### src/rtl/sync_fifo_ctrl.sv
// -----------------------------------------------------------------------------
// sync_fifo_ctrl
//   Single-clock pointer and flag controller for a synchronous FIFO. It sits
//   directly upstream of a dual-port memory whose clocks are both tied to
//   clk_i. It drives the memory's write and read enables and addresses, and it
//   tracks occupancy. From that occupancy it produces the full, empty and
//   almost flags. rvalid_o lines up with the memory's registered read data,
//   which arrives one cycle after the read enable.
//
//   Optional build macro: SYNC_FIFO_CTRL_ERR_FLAG_EN
//     When defined, two sticky error flags are added:
//       ovf_o : a push was attempted while full
//       udf_o : a pop was attempted while empty
//     Only rst_i or flush_i clears them.
//
// Ports
//   clk_i      in   1     clock, rising edge
//   rst_i      in   1     asynchronous active-high reset
//   push_i     in   1     write request (the data goes straight to the memory)
//   pop_i      in   1     read request
//   flush_i    in   1     synchronous clear of all occupancy state
//   wenable_o  out  1     memory write enable (combinational)
//   waddr_o    out  AW    memory write address
//   renable_o  out  1     memory read enable (combinational)
//   raddr_o    out  AW    memory read address
//   rvalid_o   out  1     memory read data is valid this cycle
//   full_o     out  1     count_o == DEPTH
//   empty_o    out  1     count_o == 0
//   afull_o    out  1     count_o >= AFULL_TH
//   aempty_o   out  1     count_o <= AEMPTY_TH
//   count_o    out  AW+1  occupancy, 0..DEPTH
//   ovf_o      out  1     sticky overflow   (macro builds only)
//   udf_o      out  1     sticky underflow  (macro builds only)
// -----------------------------------------------------------------------------
module sync_fifo_ctrl #(
    parameter int AW        = 7,
    parameter int DEPTH     = 128,
    parameter int AFULL_TH  = 120,
    parameter int AEMPTY_TH = 8
) (
    input  logic          clk_i,
    input  logic          rst_i,
    input  logic          push_i,
    input  logic          pop_i,
    input  logic          flush_i,
    output logic          wenable_o,
    output logic [AW-1:0] waddr_o,
    output logic          renable_o,
    output logic [AW-1:0] raddr_o,
    output logic          rvalid_o,
    output logic          full_o,
    output logic          empty_o,
    output logic          afull_o,
    output logic          aempty_o,
`ifdef SYNC_FIFO_CTRL_ERR_FLAG_EN
    output logic          ovf_o,
    output logic          udf_o,
`endif
    output logic [AW:0]   count_o
);

    localparam logic [AW:0] DEPTH_C     = (AW+1)'(DEPTH);
    localparam logic [AW:0] AFULL_TH_C  = (AW+1)'(AFULL_TH);
    localparam logic [AW:0] AEMPTY_TH_C = (AW+1)'(AEMPTY_TH);

    logic [AW-1:0] wptr_r;
    logic [AW-1:0] rptr_r;
    logic [AW:0]   cnt_r;
    logic          rvalid_r;
    logic          full_r;
    logic          empty_r;
    logic          afull_r;
    logic          aempty_r;

    logic          wr_acc_s;
    logic          rd_acc_s;
    logic [AW-1:0] wptr_nxt_s;
    logic [AW-1:0] rptr_nxt_s;
    logic [AW:0]   cnt_nxt_s;

    // A request is accepted only when the FIFO can take it and no flush is
    // pending. While reset is asserted the enables are gated as well, so the
    // memory cannot be written during reset.
    always_comb begin
        wr_acc_s = push_i & ~full_r  & ~flush_i & ~rst_i;
        rd_acc_s = pop_i  & ~empty_r & ~flush_i & ~rst_i;
    end

    // Next-state values for the pointers and the occupancy counter.
    // A flush has priority over any push or pop.
    always_comb begin
        wptr_nxt_s = wptr_r;
        rptr_nxt_s = rptr_r;
        cnt_nxt_s  = cnt_r;
        if (flush_i) begin
            wptr_nxt_s = {AW{1'b0}};
            rptr_nxt_s = {AW{1'b0}};
            cnt_nxt_s  = {(AW+1){1'b0}};
        end else begin
            if (wr_acc_s) begin
                wptr_nxt_s = wptr_r + AW'(1);
            end else begin
                wptr_nxt_s = wptr_r;
            end
            if (rd_acc_s) begin
                rptr_nxt_s = rptr_r + AW'(1);
            end else begin
                rptr_nxt_s = rptr_r;
            end
            case ({wr_acc_s, rd_acc_s})
                2'b10:   cnt_nxt_s = cnt_r + (AW+1)'(1);
                2'b01:   cnt_nxt_s = cnt_r - (AW+1)'(1);
                default: cnt_nxt_s = cnt_r;
            endcase
        end
    end

    // Occupancy state and read-valid register. The flags are registered
    // decodes of the next count, so they match the registered count_o and
    // have no combinational path from the request inputs.
    always_ff @(posedge clk_i or posedge rst_i) begin
        if (rst_i) begin
            wptr_r   <= {AW{1'b0}};
            rptr_r   <= {AW{1'b0}};
            cnt_r    <= {(AW+1){1'b0}};
            rvalid_r <= 1'b0;
            full_r   <= 1'b0;
            empty_r  <= 1'b1;
            afull_r  <= 1'b0;
            aempty_r <= 1'b1;
        end else begin
            wptr_r   <= wptr_nxt_s;
            rptr_r   <= rptr_nxt_s;
            cnt_r    <= cnt_nxt_s;
            rvalid_r <= rd_acc_s;
            full_r   <= (cnt_nxt_s == DEPTH_C);
            empty_r  <= (cnt_nxt_s == {(AW+1){1'b0}});
            afull_r  <= (cnt_nxt_s >= AFULL_TH_C);
            aempty_r <= (cnt_nxt_s <= AEMPTY_TH_C);
        end
    end

`ifdef SYNC_FIFO_CTRL_ERR_FLAG_EN
    logic ovf_r;
    logic udf_r;

    // Sticky error flags. They record any request dropped while the FIFO is
    // full or empty. Only reset or flush clears them.
    always_ff @(posedge clk_i or posedge rst_i) begin
        if (rst_i) begin
            ovf_r <= 1'b0;
            udf_r <= 1'b0;
        end else if (flush_i) begin
            ovf_r <= 1'b0;
            udf_r <= 1'b0;
        end else begin
            ovf_r <= ovf_r | (push_i & full_r);
            udf_r <= udf_r | (pop_i & empty_r);
        end
    end

    // Drive the error flag outputs.
    always_comb begin
        ovf_o = ovf_r;
        udf_o = udf_r;
    end
`endif

    // Drive the outputs. The enables are combinational; everything else
    // comes from a register.
    always_comb begin
        wenable_o = wr_acc_s;
        renable_o = rd_acc_s;
        waddr_o   = wptr_r;
        raddr_o   = rptr_r;
        rvalid_o  = rvalid_r;
        full_o    = full_r;
        empty_o   = empty_r;
        afull_o   = afull_r;
        aempty_o  = aempty_r;
        count_o   = cnt_r;
    end

endmodule
### config.mk
export PLATFORM = sky130hd
export DESIGN_NAME = sync_fifo_ctrl
export DESIGN_NICKNAME = d
export VERILOG_FILES = /design/src/rtl/sync_fifo_ctrl.sv
export SDC_FILE = /design/constraint.sdc
export NUM_CORES = 1
export LEC_CHECK = 0
export CAP_MARGIN = 20
export CORE_MARGIN = 2
export CORE_UTILIZATION = 23
export CTS_CLUSTER_DIAMETER = 30
export DETAILED_ROUTE_END_ITERATION = 16
export GPL_TIMING_DRIVEN = 0
export PLACE_DENSITY = 0.48
export SYNTH_ARGS = -nofsm -noshare
export SYNTH_HDL_FRONTEND = slang
export SYNTH_SLANG_ARGS = --single-unit
### constraint.sdc
create_clock -name clk_i -period 3.5 [get_ports clk_i]
set_input_delay 0.7 -clock clk_i [delete_from_list [all_inputs] [get_ports clk_i]]
set_output_delay 0.7 -clock clk_i [all_outputs]
set_load 0.02 [all_outputs]
==> results of run 1 <==
cells in the mapped netlist (all sizes together), types with 3 or more instances:
cell / instances
a21oi: 6
and3: 3
buf: 10
clkbuf: 5
dfrtp: 25
ha: 5
inv: 9
mux2i: 5
nand2: 17
nand3: 7
nand4: 7
nand4b: 3
nor2: 17
nor2b: 3
nor3: 4
nor4: 3
o21ai: 10
or3: 3
xor2: 10
cells by family (layout without fill, tap and decap cells):
family | Yosys count | count (layout) | synth area share [%]
mux | 5 | 5 | 2.89
fa+ha+maj | 5 | 5 | 3.61
flops | 27 | 27 | 39.1
simple gates | 78 | 78 | 24.7
buf+inv | 25 | 66 | 6.64
compound gates | 41 | 41 | 17.5
xor+xnor | 11 | 11 | 5.56
power breakdown:
| group | switching, mW | leakage, nW | internal (mW) |
|---|---|---|---|
| logic | 0.0911 | 0.636 | 0.0747 |
| registers | 0.0153 | 0.368 | 0.328 |
| clock network | 0.106 | 0.0217 | 0.0810 |
| total | 0.213 | 1.03 | 0.484 |
per-stage QoR:
step           power (mW)  std cells  utilization (%)  area (sq um)  setup WS [ns]
6_report            0.697        332             33.4          2440          0.175
5_1_grt             0.735        332             33.4          2440        -0.0337
4_1_cts             0.699        329             32.5          2370         0.0660
3_5_place_dp        0.502        324             31.0          2260         -0.701
3_3_place_gp        0.499        323             30.7          2240         -0.644
2_1_floorplan       0.442        192                -          1790         0.0246
per-layer routing:
layer	routed length (um)	vias to the layer above	GRT usage, %
met4	46	0	3.28
met2	2160	31	17.6
met3	151	5	1.92
met1	2320	761	16.0
met5	0	-	0
li1	-	781	-
flip-flops by register name, indices dropped and copies added, names as in the netlist:
signal / count
raddr_o: 7
aempty_o: 1
count_o: 8
waddr_o: 7
rvalid_o: 1
afull_o: 1
full_o: 1
empty_o: 1
what timing repair did:
action                     4_1_cts  5_1_grt
setup endpoints to repair        6        4
gates resized for setup         11        8
pin swaps                        9        7
buffers inserted                 3        4
how the worst max path moves through the flow:
stage	to	slack [ns]	cells past startpoint
2_1_floorplan	afull_o	0.02	14
3_3_place_gp	afull_o	-0.64	13
3_5_place_dp	afull_o	-0.70	13
4_1_cts	full_o	0.07	13
5_1_grt	full_o	-0.03	11
6_report	full_o	0.18	10
cell type report:
type,count,area [sq um]
clock buffers,3,41.3
inverters,10,37.5
flip-flops and latches,27,678
clock inverters,1,7.51
well taps,99,124
repair buffers,40,399
plain buffers,12,80.1
fillers,794,4860
multi-input cells,140,1070
==> impl_metrics.env, run 1 <==
export IMPL_wl_mm=4.68
export IMPL_post_route_period_util_pct=95.0
export IMPL_grt_pass1_vias=1498
export IMPL_dp_hpwl_mm=3.36
export IMPL_crit_fanout=6
export IMPL_critPathTopFamily="compound AO/OA/AOI/OAI gates"
export IMPL_cts_tree="done"
export IMPL_p_per_area_mw_per_mm2=286
export IMPL_initialDrtViolationCount=58
export IMPL_area_growth_pct=40.5
export IMPL_synth_edff_count=0
export IMPL_fin_setup_tns_ns=0
export IMPL_ys_seq_area_share_pct=39.1
export IMPL_yosys_area_top_type="dfrtp_1"
export IMPL_vias=1578
export IMPL_die_h_um=90.8
export IMPL_drtAntennaViolNets=0
export IMPL_crit_arrival_ns=3.52
export IMPL_worst_pin_slew_ns=0.568
export IMPL_drc=0
export IMPL_ir_drop_mv=0.194
export IMPL_grt_use_total_pct=11.3
export IMPL_syn_inst=192
export IMPL_period_minus_slack_ns=3.32
export IMPL_hp_start="raddr_o[5]"
export IMPL_max_cap_violations=0
export IMPL_antenna_found_initial=0
export IMPL_final_max_slew_viol_count=0
export IMPL_cp_required_ns=3.70
export IMPL_hold_buffers=0
export IMPL_grt_pass1_wl_mm=7.68
export IMPL_layout_drive_gt1_share_pct=17.6
export IMPL_gp_congestion=0.791
export IMPL_postSynthRegisterBits=27
export IMPL_status="completed"
export IMPL_start_util_pct=23.8
export IMPL_max_stage_delay_ns=0.48
export IMPL_synth_warnings=0
export IMPL_syn_nets=202
export IMPL_fmax_ghz=0.301
export IMPL_startpoint_type="input port"
export IMPL_final_cell_mix="clkdlybuf4s50_1 (31), dfrtp_1 (25), nor2_1 (17), nand2_1 (17), o21ai_0 (10)"
export IMPL_hold_path_class="reg -> reg"
export IMPL_final_common_cell="clkdlybuf4s50_1"
export IMPL_grt_overflow=0
export IMPL_crit_type="in -> reg"
export IMPL_port_buffers=32
export IMPL_startpoint="push_i"
export IMPL_hold_viol=0
export IMPL_clk_latency_ns=0.28
export IMPL_async_flop_share_pct=100
export IMPL_r2r_end="full_o"
export IMPL_rrSetupSlack_ns=0.58
export IMPL_ctsRootBufferMaster="clkbuf_8"
export IMPL_num_rows=31
export IMPL_grt_max_degree=18
export IMPL_reg2regPathDepth=9
export IMPL_core_sq_mm=0.00729
export IMPL_avgRoutedWirePerCell_um=14.1
export IMPL_synth_ff_type="dfrtp_1"
export IMPL_total_leakage_power_nw=1.03
export IMPL_dieArea_sq_mm=0.00825
export IMPL_hold_path_end="raddr_o[5]"
export IMPL_cpMaxStageDelayCell="or4b_4"
export IMPL_path_cells="clkdlybuf4s50_1 -> or4b_4 -> buf_4 -> ha_1 -> a211o_1 -> a41o_1 -> a311o_1 -> o41ai_2 -> nand4_1 -> a31oi_1"
export IMPL_clk_pin_slew_ns=0.10
export IMPL_cts_num_sinks=27
export IMPL_synth_top_area_share_pct=36.1
export IMPL_diodes=0
export IMPL_finClkSkew_ns=0.00365
export IMPL_yosysUniqueCellTypes=55
export IMPL_ios=34
export IMPL_htree_levels=1
export IMPL_netlist_area_sq_mm=0.00173
export IMPL_hold_depth=1
export IMPL_nets=244
export IMPL_worst_path_buf_inv=2
export IMPL_drt_pre_antenna_iters=4
export IMPL_syn_area_per_cell_sq_um=9.03
export IMPL_synth_area_top_cells="dfrtp_1 (36%), xor2_1 (5.1%), nand2_1 (3.7%)"
export IMPL_setup_viol=0
export IMPL_die_w_um=90.8
export IMPL_cts_inserted_buffers=3
export IMPL_whs_ns=0.532
export IMPL_slew_headroom_pct=62.1
export IMPL_setup_worst_path_end_class="flip-flop"
export IMPL_clock_path_buffers=2
export IMPL_r2r_start="full_o"
export IMPL_via_per_inst=4.75
Note: power is estimated with default switching activity, not from simulation.
==> run 2: changes to the inputs <==
--- a/config.mk
+++ b/config.mk
@@ -6,12 +6,16 @@
 export NUM_CORES = 1
 export LEC_CHECK = 0
 export CAP_MARGIN = 20
+export CELL_PAD_IN_SITES_DETAIL_PLACEMENT = 0
+export CELL_PAD_IN_SITES_GLOBAL_PLACEMENT = 1
 export CORE_MARGIN = 2
 export CORE_UTILIZATION = 23
 export CTS_CLUSTER_DIAMETER = 30
+export CTS_CLUSTER_SIZE = 25
 export DETAILED_ROUTE_END_ITERATION = 16
 export GPL_TIMING_DRIVEN = 0
-export PLACE_DENSITY = 0.48
+export PLACE_DENSITY = 0.59
+export SLEW_MARGIN = 40
 export SYNTH_ARGS = -nofsm -noshare
 export SYNTH_HDL_FRONTEND = slang
 export SYNTH_SLANG_ARGS = --single-unit
==> run 2 against run 1 <==
  * Die area did not move
  * Sequential power hardly changed
  * First-iteration DRC count increased by 29%
  * Global-route usage rose by 0.61 points
  * Clock skew up 0.0038 ns
  * Clock power decreased by 3%
  * Non-clock buffer count did not move
  * Combinational power barely moved
  * Cell count unchanged
  * Sequential share of layout area grew 0.13 points
  * Hold slack got worse by 0.014 ns
  * Count of clock-buffer cells in the layout did not move
  * Critical endpoint unchanged
  * Largest cell class unchanged
==> impl_metrics.env, run 2 (synthesis gave the netlist of run 1 again) <==
export IMPL_fmax_ghz=0.303
export IMPL_hold_path_end="raddr_o[5]"
export IMPL_layout_drive_gt1_share_pct=18.5
export IMPL_rsz0062_at_grt="no"
export IMPL_final_max_slew_viol_count=0
export IMPL_r2r_start="full_o"
export IMPL_r2r_end="full_o"
export IMPL_top_register="count_o"
export IMPL_port_buffers=32
export IMPL_rrSetupSlack_ns=0.50
export IMPL_num_rows=31
export IMPL_p_per_area_mw_per_mm2=284
export IMPL_largest_reg_flops=8
export IMPL_antenna_found_initial=0
export IMPL_wl_mm=4.78
export IMPL_power_mw=0.688
export IMPL_crit_fanout=7
export IMPL_drtAntennaViolNets=0
export IMPL_period_minus_slack_ns=3.30
export IMPL_dieArea_sq_mm=0.00825
export IMPL_ir_drop_mv=0.152
export IMPL_core_sq_mm=0.00729
export IMPL_cts_tree="done"
export IMPL_max_cap_violations=0
export IMPL_grt_use_total_pct=11.9
export IMPL_grt_pass1_wl_mm=8.13
export IMPL_post_route_period_util_pct=94.3
export IMPL_startpoint="rst_i"
export IMPL_regArea_sq_um=678
export IMPL_whs_ns=0.519
export IMPL_vias=1567
export IMPL_crit_arrival_ns=3.50
export IMPL_hold_path_class="reg -> reg"
export IMPL_wl_met1_mm=2.41
export IMPL_die_h_um=90.8
export IMPL_ctsRootBufferMaster="clkbuf_8"
export IMPL_met2_length_mm=2.19
export IMPL_hp_start="raddr_o[5]"
export IMPL_initialDrtViolationCount=75
export IMPL_reg2regPathDepth=12
export IMPL_stdcell_count=332
export IMPL_final_cell_mix="clkdlybuf4s50_1 (30), dfrtp_1 (25), nor2_1 (17), nand2_1 (17)"
export IMPL_hold_buffers=0
export IMPL_multi_input_area_sq_mm=0.00106
export IMPL_die_w_um=90.8
export IMPL_worst_pin_slew_ns=0.618
export IMPL_diodes=0
export IMPL_crit_type="in -> reg"
export IMPL_startpoint_type="input port"
export IMPL_gp_congestion=0.777
export IMPL_ios=34
export IMPL_start_util_pct=23.8
export IMPL_fillers=802
export IMPL_dp_cells=323
export IMPL_nets=244
export IMPL_slew_headroom_pct=58.8
export IMPL_cts_num_sinks=27
export IMPL_hold_depth=1
export IMPL_htree_levels=1
export IMPL_clk_pin_slew_ns=0.10
export IMPL_grt_max_degree=28
export IMPL_clk_latency_ns=0.27
export IMPL_final_common_cell="clkdlybuf4s50_1"
export IMPL_total_leakage_power_nw=1.03
export IMPL_area_growth_pct=39.8
export IMPL_drt_pre_antenna_iters=4
export IMPL_finClkSkew_ns=0.00744
export IMPL_setup_worst_path_end_class="flip-flop"
export IMPL_via_per_inst=4.72
export IMPL_grt_overflow=0
export IMPL_highest_layer="met4"
export IMPL_status="completed"
export IMPL_final_util_pct=33.3
export IMPL_drc=0
export IMPL_avgRoutedWirePerCell_um=14.4
export IMPL_dp_hpwl_mm=3.31
export IMPL_wl_met3_um=94
export IMPL_cp_required_ns=3.70
export IMPL_clock_path_buffers=2
export IMPL_setup_viol=0
export IMPL_grt_pass1_vias=1564
export IMPL_hold_viol=0
export IMPL_cts_inserted_buffers=3
[run 2: area by class of cell]
| cell class | instances | area share [%] |
|---|---|---|
| Multi-Input combinational cell | 140 | 43.9 |
| Tap cell | 99 | 5.11 |
| Buffer | 13 | 3.92 |
| Clock buffer | 3 | 1.70 |
| Sequential cell | 27 | 28.0 |
| Inverter | 10 | 1.55 |
| Timing Repair Buffer | 39 | 15.6 |
| Clock inverter | 1 | 0.310 |
[run 2: how the worst max path moves through the flow]
stage                   end
floorplan           afull_o
global placement     full_o
detailed placement   full_o
CTS                  full_o
global route         full_o
finish               full_o
[run 2: report_power, final]
| group | internal [mW] | leakage, nW | switching, mW | total (mW) |
|---|---|---|---|---|
| combinational | 0.0727 | 0.642 | 0.0916 | 0.164 |
| sequential | 0.328 | 0.368 | 0.0144 | 0.342 |
| clock | 0.0807 | 0.0217 | 0.100 | 0.181 |
| total | 0.482 | 1.03 | 0.206 | 0.688 |
[run 2: metrics by stage]
step                setup TNS (ns)  setup WS, ns  area (sq um)
finish                           0         0.200          2420
global route                     0        0.0258          2420
CTS                              0        0.0216          2370
detailed placement           -4.26        -0.713          2240
global placement             -4.38        -0.742          2240
floorplan                        0        0.0246          1790
[run 2: critical path: stages]
cell,delay [ns]
dlygate4sd2_1,0.28
or4b_4,0.54
ha_4,0.21
buf_8,0.12
buf_8,0.11
xor2_1,0.15
ha_2,0.27
nand4b_1,0.11
and4_4,0.20
o221a_4,0.27
o221ai_4,0.18
nand4_1,0.18
a31oi_1,0.18
[run 2: per-layer routing]
layer  GRT usage, %  vias up
met1           17.3      754
met4           3.41        0
met2           18.7       28
met3           1.25        6
li1               -      779
met5              0        -
[run 2: timing repair]
item / CTS / global route
setup buffers: 4 / 4
gates cloned: 0 / 0
gates resized for setup: 15 / 7
setup endpoints to repair: 7 / 4
pin swaps: 9 / 13
==> run 3: changes to the inputs <==
--- a/config.mk
+++ b/config.mk
@@ -8,14 +8,13 @@
 export CAP_MARGIN = 20
 export CELL_PAD_IN_SITES_DETAIL_PLACEMENT = 0
 export CELL_PAD_IN_SITES_GLOBAL_PLACEMENT = 1
-export CORE_MARGIN = 2
 export CORE_UTILIZATION = 23
 export CTS_CLUSTER_DIAMETER = 30
 export CTS_CLUSTER_SIZE = 25
 export DETAILED_ROUTE_END_ITERATION = 16
 export GPL_TIMING_DRIVEN = 0
 export PLACE_DENSITY = 0.59
-export SLEW_MARGIN = 40
+export SETUP_SLACK_MARGIN = 0.05
 export SYNTH_ARGS = -nofsm -noshare
 export SYNTH_HDL_FRONTEND = slang
 export SYNTH_SLANG_ARGS = --single-unit
==> run 3 against run 2 <==
  * Design area rose by 0.46%
  * Maximum frequency decreased by 1.1%
  * Wire length up 1.8%
  * Global-route usage up 1.2 points
  * Combinational power is essentially flat
  * Sequential power hardly changed
  * Largest power group unchanged
  * Critical path type unchanged
  * First-iteration DRC count grew 23%
==> impl_metrics.env, run 3 (synthesis gave the netlist of run 1 again) <==
export IMPL_status="completed"
export IMPL_hold_buffers=0
export IMPL_final_max_slew_viol_count=0
export IMPL_place_area_sq_mm=0.00225
export IMPL_path_cells="clkdlybuf4s50_1 -> or4b_4 -> buf_6 -> ha_4 -> a211o_1 -> a41o_1 -> a311o_1 -> o41ai_2 -> nand4_1 -> a31oi_1"
export IMPL_wl_mm=4.86
export IMPL_max_cap_violations=0
export IMPL_grt_pass1_wl_mm=7.87
export IMPL_hold_viol=0
export IMPL_vias=1573
export IMPL_drc=0
export IMPL_drt_pre_antenna_iters=4
export IMPL_start_util_pct=23.9
export IMPL_drtAntennaViolNets=0
export IMPL_ctsRootBufferMaster="clkbuf_8"
export IMPL_via_per_inst=4.74
export IMPL_port_buffers=32
export IMPL_whs_ns=0.523
export IMPL_period_minus_slack_ns=3.34
export IMPL_grt_use_met1_pct=19.2
export IMPL_crit_type="in -> reg"
export IMPL_layout_drive_gt1_share_pct=17.6
export IMPL_fin_setup_tns_ns=0
export IMPL_r2r_start="full_o"
export IMPL_reg2regPathDepth=9
export IMPL_dp_hpwl_mm=3.34
export IMPL_total_leakage_power_nw=1.03
export IMPL_dp_cells=323
export IMPL_cts_inserted_buffers=3
export IMPL_cts_num_sinks=27
export IMPL_core_sq_mm=0.00725
export IMPL_hold_path_class="reg -> reg"
export IMPL_startpoint_type="input port"
export IMPL_max_stage_delay_ns=0.50
export IMPL_startpoint="push_i"
export IMPL_crit_arrival_ns=3.53
export IMPL_grt_max_degree=28
export IMPL_finClkSkew_ns=0.00470
export IMPL_initialDrtViolationCount=92
export IMPL_worst_pin_slew_ns=0.659
export IMPL_htree_levels=1
export IMPL_ir_drop_mv=0.135
export IMPL_rrSetupSlack_ns=0.57
export IMPL_grt_busiest_layer="met2"
export IMPL_r2r_end="full_o"
export IMPL_final_util_pct=33.6
export IMPL_area_growth_pct=40.5
export IMPL_die_h_um=88.8
export IMPL_crit_fanout=6
export IMPL_cp_required_ns=3.70
export IMPL_stdcell_count=332
export IMPL_num_rows=31
export IMPL_largest_reg_flops=8
export IMPL_clock_path_buffers=2
export IMPL_final_common_cell="clkdlybuf4s50_1"
export IMPL_final_cell_mix="clkdlybuf4s50_1 (31), dfrtp_1 (25), nor2_1 (17), nand2_1 (17)"
export IMPL_grt_use_total_pct=13.1
export IMPL_cpMaxStageDelayCell="or4b_4"
export IMPL_nets=244
export IMPL_diodes=0
export IMPL_clk_latency_ns=0.28
export IMPL_cts_tree="done"
export IMPL_setup_worst_path_end_class="flip-flop"
export IMPL_grt_pass1_vias=1491
export IMPL_rsz0062_at_grt="no"
export IMPL_slew_headroom_pct=56.1
export IMPL_endpoint="full_o"
export IMPL_grt_overflow=0
export IMPL_antenna_found_initial=0
export IMPL_p_per_area_mw_per_mm2=287
export IMPL_top_register="count_o"
export IMPL_dieArea_sq_mm=0.00789
export IMPL_die_w_um=88.8
export IMPL_gp_congestion=0.746
export IMPL_clk_pin_slew_ns=0.10
export IMPL_avgRoutedWirePerCell_um=14.6
export IMPL_finish_instance_area_sq_mm=0.00244
export IMPL_setup_viol=0
export IMPL_post_route_period_util_pct=95.3
export IMPL_ios=34
export IMPL_grt_util_met3_pct=1.31
export IMPL_grtUsageMet2_pct=20.3
export IMPL_fmax_ghz=0.300
run 3: cell count changes in the layout (fill, tap and decap cells not counted), sizes merged:
cell	before	now
clkbuf	8	7
buf	15	16
dlymetal6s2s	1	0
clkdlybuf4s50	30	31
run 3: area by class of cell:
cell class	instances	area (sq um)
fill	769	4820
multi-input combinational	140	1050
sequential	27	678
timing repair buffer	40	403
tap	99	124
buffer	12	90.1
clock buffer	3	41.3
inverter	10	37.5
clock inverter	1	7.51
run 3: worst min-delay path by stage:
stage | endpoint | start | depth (start not counted) | slack, ns
2_1_floorplan | raddr_o[5] | raddr_o[5] | 1 | 0.61
3_5_place_dp | raddr_o[5] | raddr_o[5] | 1 | 0.51
5_1_grt | raddr_o[5] | raddr_o[5] | 1 | 0.55
6_report | raddr_o[5] | raddr_o[5] | 1 | 0.52
4_1_cts | raddr_o[5] | raddr_o[5] | 1 | 0.53
3_3_place_gp | raddr_o[5] | raddr_o[5] | 1 | 0.50
run 3: through the flow:
step           power, mW  setup WS (ns)
3_3_place_gp       0.501         -0.655
6_report           0.700          0.163
2_1_floorplan      0.443         0.0269
3_5_place_dp       0.500         -0.686
5_1_grt            0.733         0.0686
4_1_cts            0.700         0.0802
run 3: timing repair:
item                       CTS  global route
setup buffers                6             1
resized for setup           13             5
setup endpoints to repair    7             3
pin swaps                    7             4
run 3: critical path: cells and delay by family:
| kind | cells | cell delay, ns |
|---|---|---|
| AOI/OAI and AO/OA | 5 | 1.39 |
| and+or+nand+nor | 2 | 0.67 |
| buffers and inverters | 2 | 0.60 |
| adders and majority gates | 1 | 0.17 |
run 3: routing by layer:
| layer | wire, um | share of wire (%) | vias to the layer above |
|---|---|---|---|
| met5 | 0 | 0 | - |
| met4 | 55 | 1.1 | 0 |
| met3 | 108 | 2.2 | 5 |
| met2 | 2210 | 46 | 24 |
| met1 | 2490 | 51 | 765 |
| li1 | - | - | 779 |
run 3: where the power goes:
part | internal, mW | switching (mW)
combinational | 0.0744 | 0.0922
clock | 0.0811 | 0.109
sequential | 0.328 | 0.0145
